===== src/rtl/serial_adder.sv =====
// serial_adder: bit-serial WIDTH-bit adder with a start/busy/done handshake.
// Each RUN cycle feeds one operand bit pair plus the registered carry through
// a single 1-bit full adder cell, LSB first. The result is built in a shift
// register and published to sum/carry when DONE is entered.
// Optional feature macro: SERIAL_ADDER_OVF_EN adds the signed-overflow flag 'ovf'.

// 1-bit full adder cell
module serial_adder_fa (
  input  logic i_a,
  input  logic i_b,
  input  logic i_c,
  output logic o_s,
  output logic o_c
);
  assign o_s = i_a ^ i_b ^ i_c;
  assign o_c = (i_a & i_b) | (i_c & (i_a ^ i_b));
endmodule

module serial_adder #(
  parameter int WIDTH = 8
) (
  input  logic             clk,
  input  logic             rst,
  input  logic             start,
  input  logic [WIDTH-1:0] a_in,
  input  logic [WIDTH-1:0] b_in,
  input  logic             c_in,
  output logic             busy,
  output logic             done,
  output logic [WIDTH-1:0] sum,
`ifdef SERIAL_ADDER_OVF_EN
  output logic             carry,
  output logic             ovf
`else
  output logic             carry
`endif
);
  localparam int CW = $clog2(WIDTH + 1);

  typedef enum logic [1:0] {S_IDLE, S_RUN, S_DONE} state_t;

  state_t           r_state, w_state_nxt;
  logic [WIDTH-1:0] r_a_sh, r_b_sh, r_res, w_res_nxt;
  logic [WIDTH-1:0] r_sum;
  logic             r_carry;
  logic             r_cy;
  logic [CW-1:0]    r_cnt;
  logic             w_fa_s, w_fa_c, w_last;

  serial_adder_fa u_fa (
    .i_a (r_a_sh[0]),
    .i_b (r_b_sh[0]),
    .i_c (r_cy),
    .o_s (w_fa_s),
    .o_c (w_fa_c)
  );

  // Counter reaches WIDTH-1 on the final bit; it holds up to WIDTH so never wraps.
  assign w_last = (r_cnt == CW'(WIDTH - 1));

  // New sum bit enters at the MSB so the full result ends right-aligned.
  generate
    if (WIDTH == 1) begin : g_res1
      assign w_res_nxt = w_fa_s;
    end else begin : g_resn
      assign w_res_nxt = {w_fa_s, r_res[WIDTH-1:1]};
    end
  endgenerate

  assign sum   = r_sum;
  assign carry = r_carry;

  // State register
  always_ff @(posedge clk or posedge rst) begin
    if (rst) r_state <= S_IDLE;
    else     r_state <= w_state_nxt;
  end

  // Next-state and handshake outputs; start outside IDLE is simply dropped
  always_comb begin
    w_state_nxt = r_state;
    busy        = 1'b0;
    done        = 1'b0;
    case (r_state)
      S_IDLE: if (start) w_state_nxt = S_RUN;
      S_RUN: begin
        busy = 1'b1;
        if (w_last) w_state_nxt = S_DONE;
      end
      S_DONE: begin
        done        = 1'b1;
        w_state_nxt = S_IDLE;
      end
      default: w_state_nxt = S_IDLE;
    endcase
  end

  // Operand shifting, carry flop, bit counter and result capture
  always_ff @(posedge clk or posedge rst) begin
    if (rst) begin
      r_a_sh  <= '0;
      r_b_sh  <= '0;
      r_res   <= '0;
      r_cy    <= 1'b0;
      r_cnt   <= '0;
      r_sum   <= '0;
      r_carry <= 1'b0;
    end else begin
      case (r_state)
        S_IDLE: begin
          if (start) begin
            r_a_sh <= a_in;
            r_b_sh <= b_in;
            r_cy   <= c_in;
            r_cnt  <= '0;
          end
        end
        S_RUN: begin
          r_a_sh <= r_a_sh >> 1;
          r_b_sh <= r_b_sh >> 1;
          r_cy   <= w_fa_c;
          r_res  <= w_res_nxt;
          r_cnt  <= r_cnt + CW'(1);
          // Publish on the same edge that enters DONE so sum is valid with done
          if (w_last) begin
            r_sum   <= w_res_nxt;
            r_carry <= w_fa_c;
          end
        end
        default: ;
      endcase
    end
  end

`ifdef SERIAL_ADDER_OVF_EN
  logic r_ovf;
  assign ovf = r_ovf;

  // Signed overflow: carry into the MSB differs from carry out of it
  always_ff @(posedge clk or posedge rst) begin
    if (rst)                            r_ovf <= 1'b0;
    else if (r_state == S_RUN && w_last) r_ovf <= r_cy ^ w_fa_c;
  end
`endif

endmodule


===== config.mk =====
export PLATFORM = sky130hd
export DESIGN_NAME = serial_adder
export DESIGN_NICKNAME = d
export VERILOG_FILES = /design/src/rtl/serial_adder.sv
export SDC_FILE = /design/constraint.sdc
export NUM_CORES = 1
export LEC_CHECK = 0
export CAP_MARGIN = 15
export CORE_UTILIZATION = 50
export CTS_CLUSTER_DIAMETER = 40
export DETAILED_ROUTE_END_ITERATION = 16
export HOLD_SLACK_MARGIN = 0.12
export PLACE_DENSITY = 0.75
export SYNTH_ARGS = -nofsm -noshare
export SYNTH_HDL_FRONTEND = slang
export SYNTH_SLANG_ARGS = --single-unit

===== constraint.sdc =====
create_clock -name clk -period 1.58 [get_ports clk]
set_input_delay 0.237 -clock clk [delete_from_list [all_inputs] [get_ports clk]]
set_output_delay 0.237 -clock clk [all_outputs]
set_load 0.02 [all_outputs]

==> summary.md <==
| Metric | Value |
|---|---|
| Outcome | complete, no violations |
| Asr flop ratio synth | 100% |
| Ys flop type | dfrtp_1 |
| Cell area power density | 1740 nW/um^2 |
| Setup crit start | r_cnt[1] |
| Final setup vio count | 0 |
| # diodes | 0 |
| Initial antenna violation count | 0 |
| Cells on worst reg2reg path | 5 |
| Largest net degree at the start of global routing | 40 |
| Maxcap violations | 0 |
| CTS tree | built |
| Number of remaining DRC errors | 0 |
| GRT Overall Usage | 22.0% |
| Post-synthesis cell area | 1670 um^2 |
| Skew-Pair Late Insertion Delay | 0.35 ns |
| Final period util | 96.5% |
| NumNets Final | 202 |
| Largest area contributor in the netlist | dfrtp_1 |
| GR Overflow Total | 0 |
| RSZ-0062 raised after global routing | true |
| Vias in the first global route | 1240 |
| Reg2Reg Launch Point | r_cnt[1] |
| Clock-pin slew on the worst setup and hold paths | 0.12 ns |
| WL/cell | 14.7 um |
| Critical Path AT | 1.78 ns |
| DP HPWL | 2.21 mm |
| Max transition margin | 48.7% |
| R2R setup slack | 0.06 ns |
| Worst r2r dst | sum[1] |
| Placed insts | 214 |
| Maximum fanout along the worst path | 6 |
| Netlist cell types | 25 |
| Final Hold Viols | 0 |
| Critical Path Sink | sum[1] |
| Total wire length | 3.32 mm |
| H-tree depth | 2 |
| Top-area cell type share of the netlist area | 58.4% |
| Crit path kind | register to register |
| TritonCTS Buffers | 5 |
| Clock sink count | 39 |
| Minimum clock period after layout | 1.52 ns |
| IO Pins | 31 |
| First-pass GRT wire length | 5.61 mm |
| Row cnt | 20 |
| Seq cells post-synth | 39 |
| Pwr Total | 3.82 mW |
| Max VDD drop | 0.842 mV |
| Post-route insts no fill | 225 |
| Root buffer cell | clkbuf_4 |
| Vias per Instance | 5.41 |
| Cells after Synth | 140 |
| Setup ws final | 0.0553 ns |
| Ys Warns | 0 |
| Buffers on Ports | 30 |
| Mean Syn Cell Area | 11.9 um^2 |
| Core box area | 3100 um^2 |
| TritonRoute pass-1 iters | 4 |
| DIE AREA | 3580 um^2 |
| Fmax | 656 MHz |
| Critical path capture point type | register |
| Initial Utilization | 53.9% |
| Setup WS pre-CTS | -0.0399 ns |
| Post-synth top cells | dfrtp_1 (39), nand2_1 (18), mux2_2 (17) |
| CP Data Required Time | 1.83 ns |
| Number of DRC markers in iteration 0 | 76 |
| Synth top area cells | dfrtp_1 (58%), mux2_2 (11%), a22oi_1 (6.3%) |
| Worst Hold Class | input port to asynchronous set/reset pin |
| Routed Antenna Nets | 0 |
| Leak | 1.06 nW |
| Max Root-Sink Buffers | 2 |
| Die Width | 59.8 um |
| Least-Margin Pin Slew | 0.769 ns |
| Area delta synth->final | 31.1% |
| Syn Nets | 162 |
| Pins Over Slew Limit | 0 |
| Via count | 1218 |
| Number of synthesized flops with an enable pin | 0 |
| Routability Congestion | 0.785 |
| Startpoint types | register |
| Die Span Y | 59.8 um |
| Post-synthesis sequential area ratio | 58.4% |
| Share of post-route cells with drive strength above 1 | 24.9% |
| Most frequent cell after synthesis | dfrtp_1 |
| Clk_skew | 0.00684 ns |
[layout by cell type, fill, tap and decap left out, drive strengths merged]
master / instances
mux2: 17
a31oi: 2
nand2: 18
dfrtp: 39
nand3: 1
clkdlybuf4s50: 19
and3b: 1
dlygate4sd2: 3
clkdlybuf4s15: 1
o21ai: 16
a22o: 2
clkbuf: 7
nor3b: 1
a22oi: 14
a32o: 1
a21oi: 3
a41oi: 1
fa: 1
dlymetal6s2s: 6
o21bai: 1
nor2: 6
clkinv: 1
buf: 12
nor2b: 3
inv: 2
bufinv: 1
ha: 1
and2b: 1
[critical path, stage by stage, from the launching register on]
cell and delay, ns:
dfrtp_1 0.41, ha_2 0.21, nand2_2 0.06, nor3b_2 0.19
buf_4 0.20, mux2_2 0.34
[registers in the layout (all words and copies together), names as in the netlist]
| register | flops |
|---|---|
| sum | 8 |
| r_cy | 1 |
| r_b_sh | 8 |
| r_a_sh | 8 |
| carry | 1 |
| r_cnt | 4 |
| r_res | 7 |
| r_state | 2 |
[report_power, final]
part           switching [mW]  internal [mW]
Combinational           0.670          0.792
Sequential              0.265           1.39
Clock                   0.328          0.374
[per-layer routing]
layer / GRT usage, % / vias to the layer above / wire length [um]
met4: 13.3 / 0 / 70
met5: 0 / - / 0
li1: - / 575 / -
met3: 5.63 / 7 / 123
met2: 33.3 / 23 / 1640
met1: 28.5 / 613 / 1490
[cell families (layout without fill, tap and decap cells)]
family,Yosys count,count (layout),synth area share (%)
AOI/OAI and AO/OA,40,40,15.6
DFF,39,39,58.4
and+or+nand+nor,31,31,8.98
muxes,17,17,11.5
buffers and inverters,11,52,3.67
adders and majority gates,2,2,1.95
[worst min-delay path by stage]
stage,cells after the start,end,slack (ns),from
after global routing,3,sum[1],0.23,rst
after global placement,2,r_a_sh[6],0.47,r_a_sh[6]
final,3,sum[1],0.22,rst
after CTS,3,sum[1],0.22,rst
after detailed placement,2,r_b_sh[5],0.48,r_b_sh[5]
after floorplan,1,r_b_sh[7],0.41,start
[timing repair]
item	4_1_cts	5_1_grt
hold buffers	0	0
cloned	0	0
gates resized for setup	9	13
pin swaps	0	2
setup buffers	0	3
endpoints found under the setup margin	5	18
[area by class of cell]
type                    count  area, um^2
multi-input cells          90         654
clock inverters             2        35.0
flip-flops and latches     39         977
clock buffers               6        51.3
repair buffers             42         410
well taps                  44        55.1
fillers                   239         912
inverters                   2        7.51
[metrics by stage]
step / cell area, um^2 / util [%] / setup TNS, ns / hold slack (ns)
final: 2190 / 70.6 / 0 / 0.217
after global routing: 2190 / 70.6 / -0.0960 / 0.227
after CTS: 2140 / 68.9 / 0 / 0.215
after detailed placement: 2050 / 66.2 / -0.236 / 0.475
after global placement: 2050 / 66.2 / -0.00287 / 0.465
after floorplan: 1670 / - / 0 / 0.407
No activity file was read; power rests on OpenSTA's default activity.
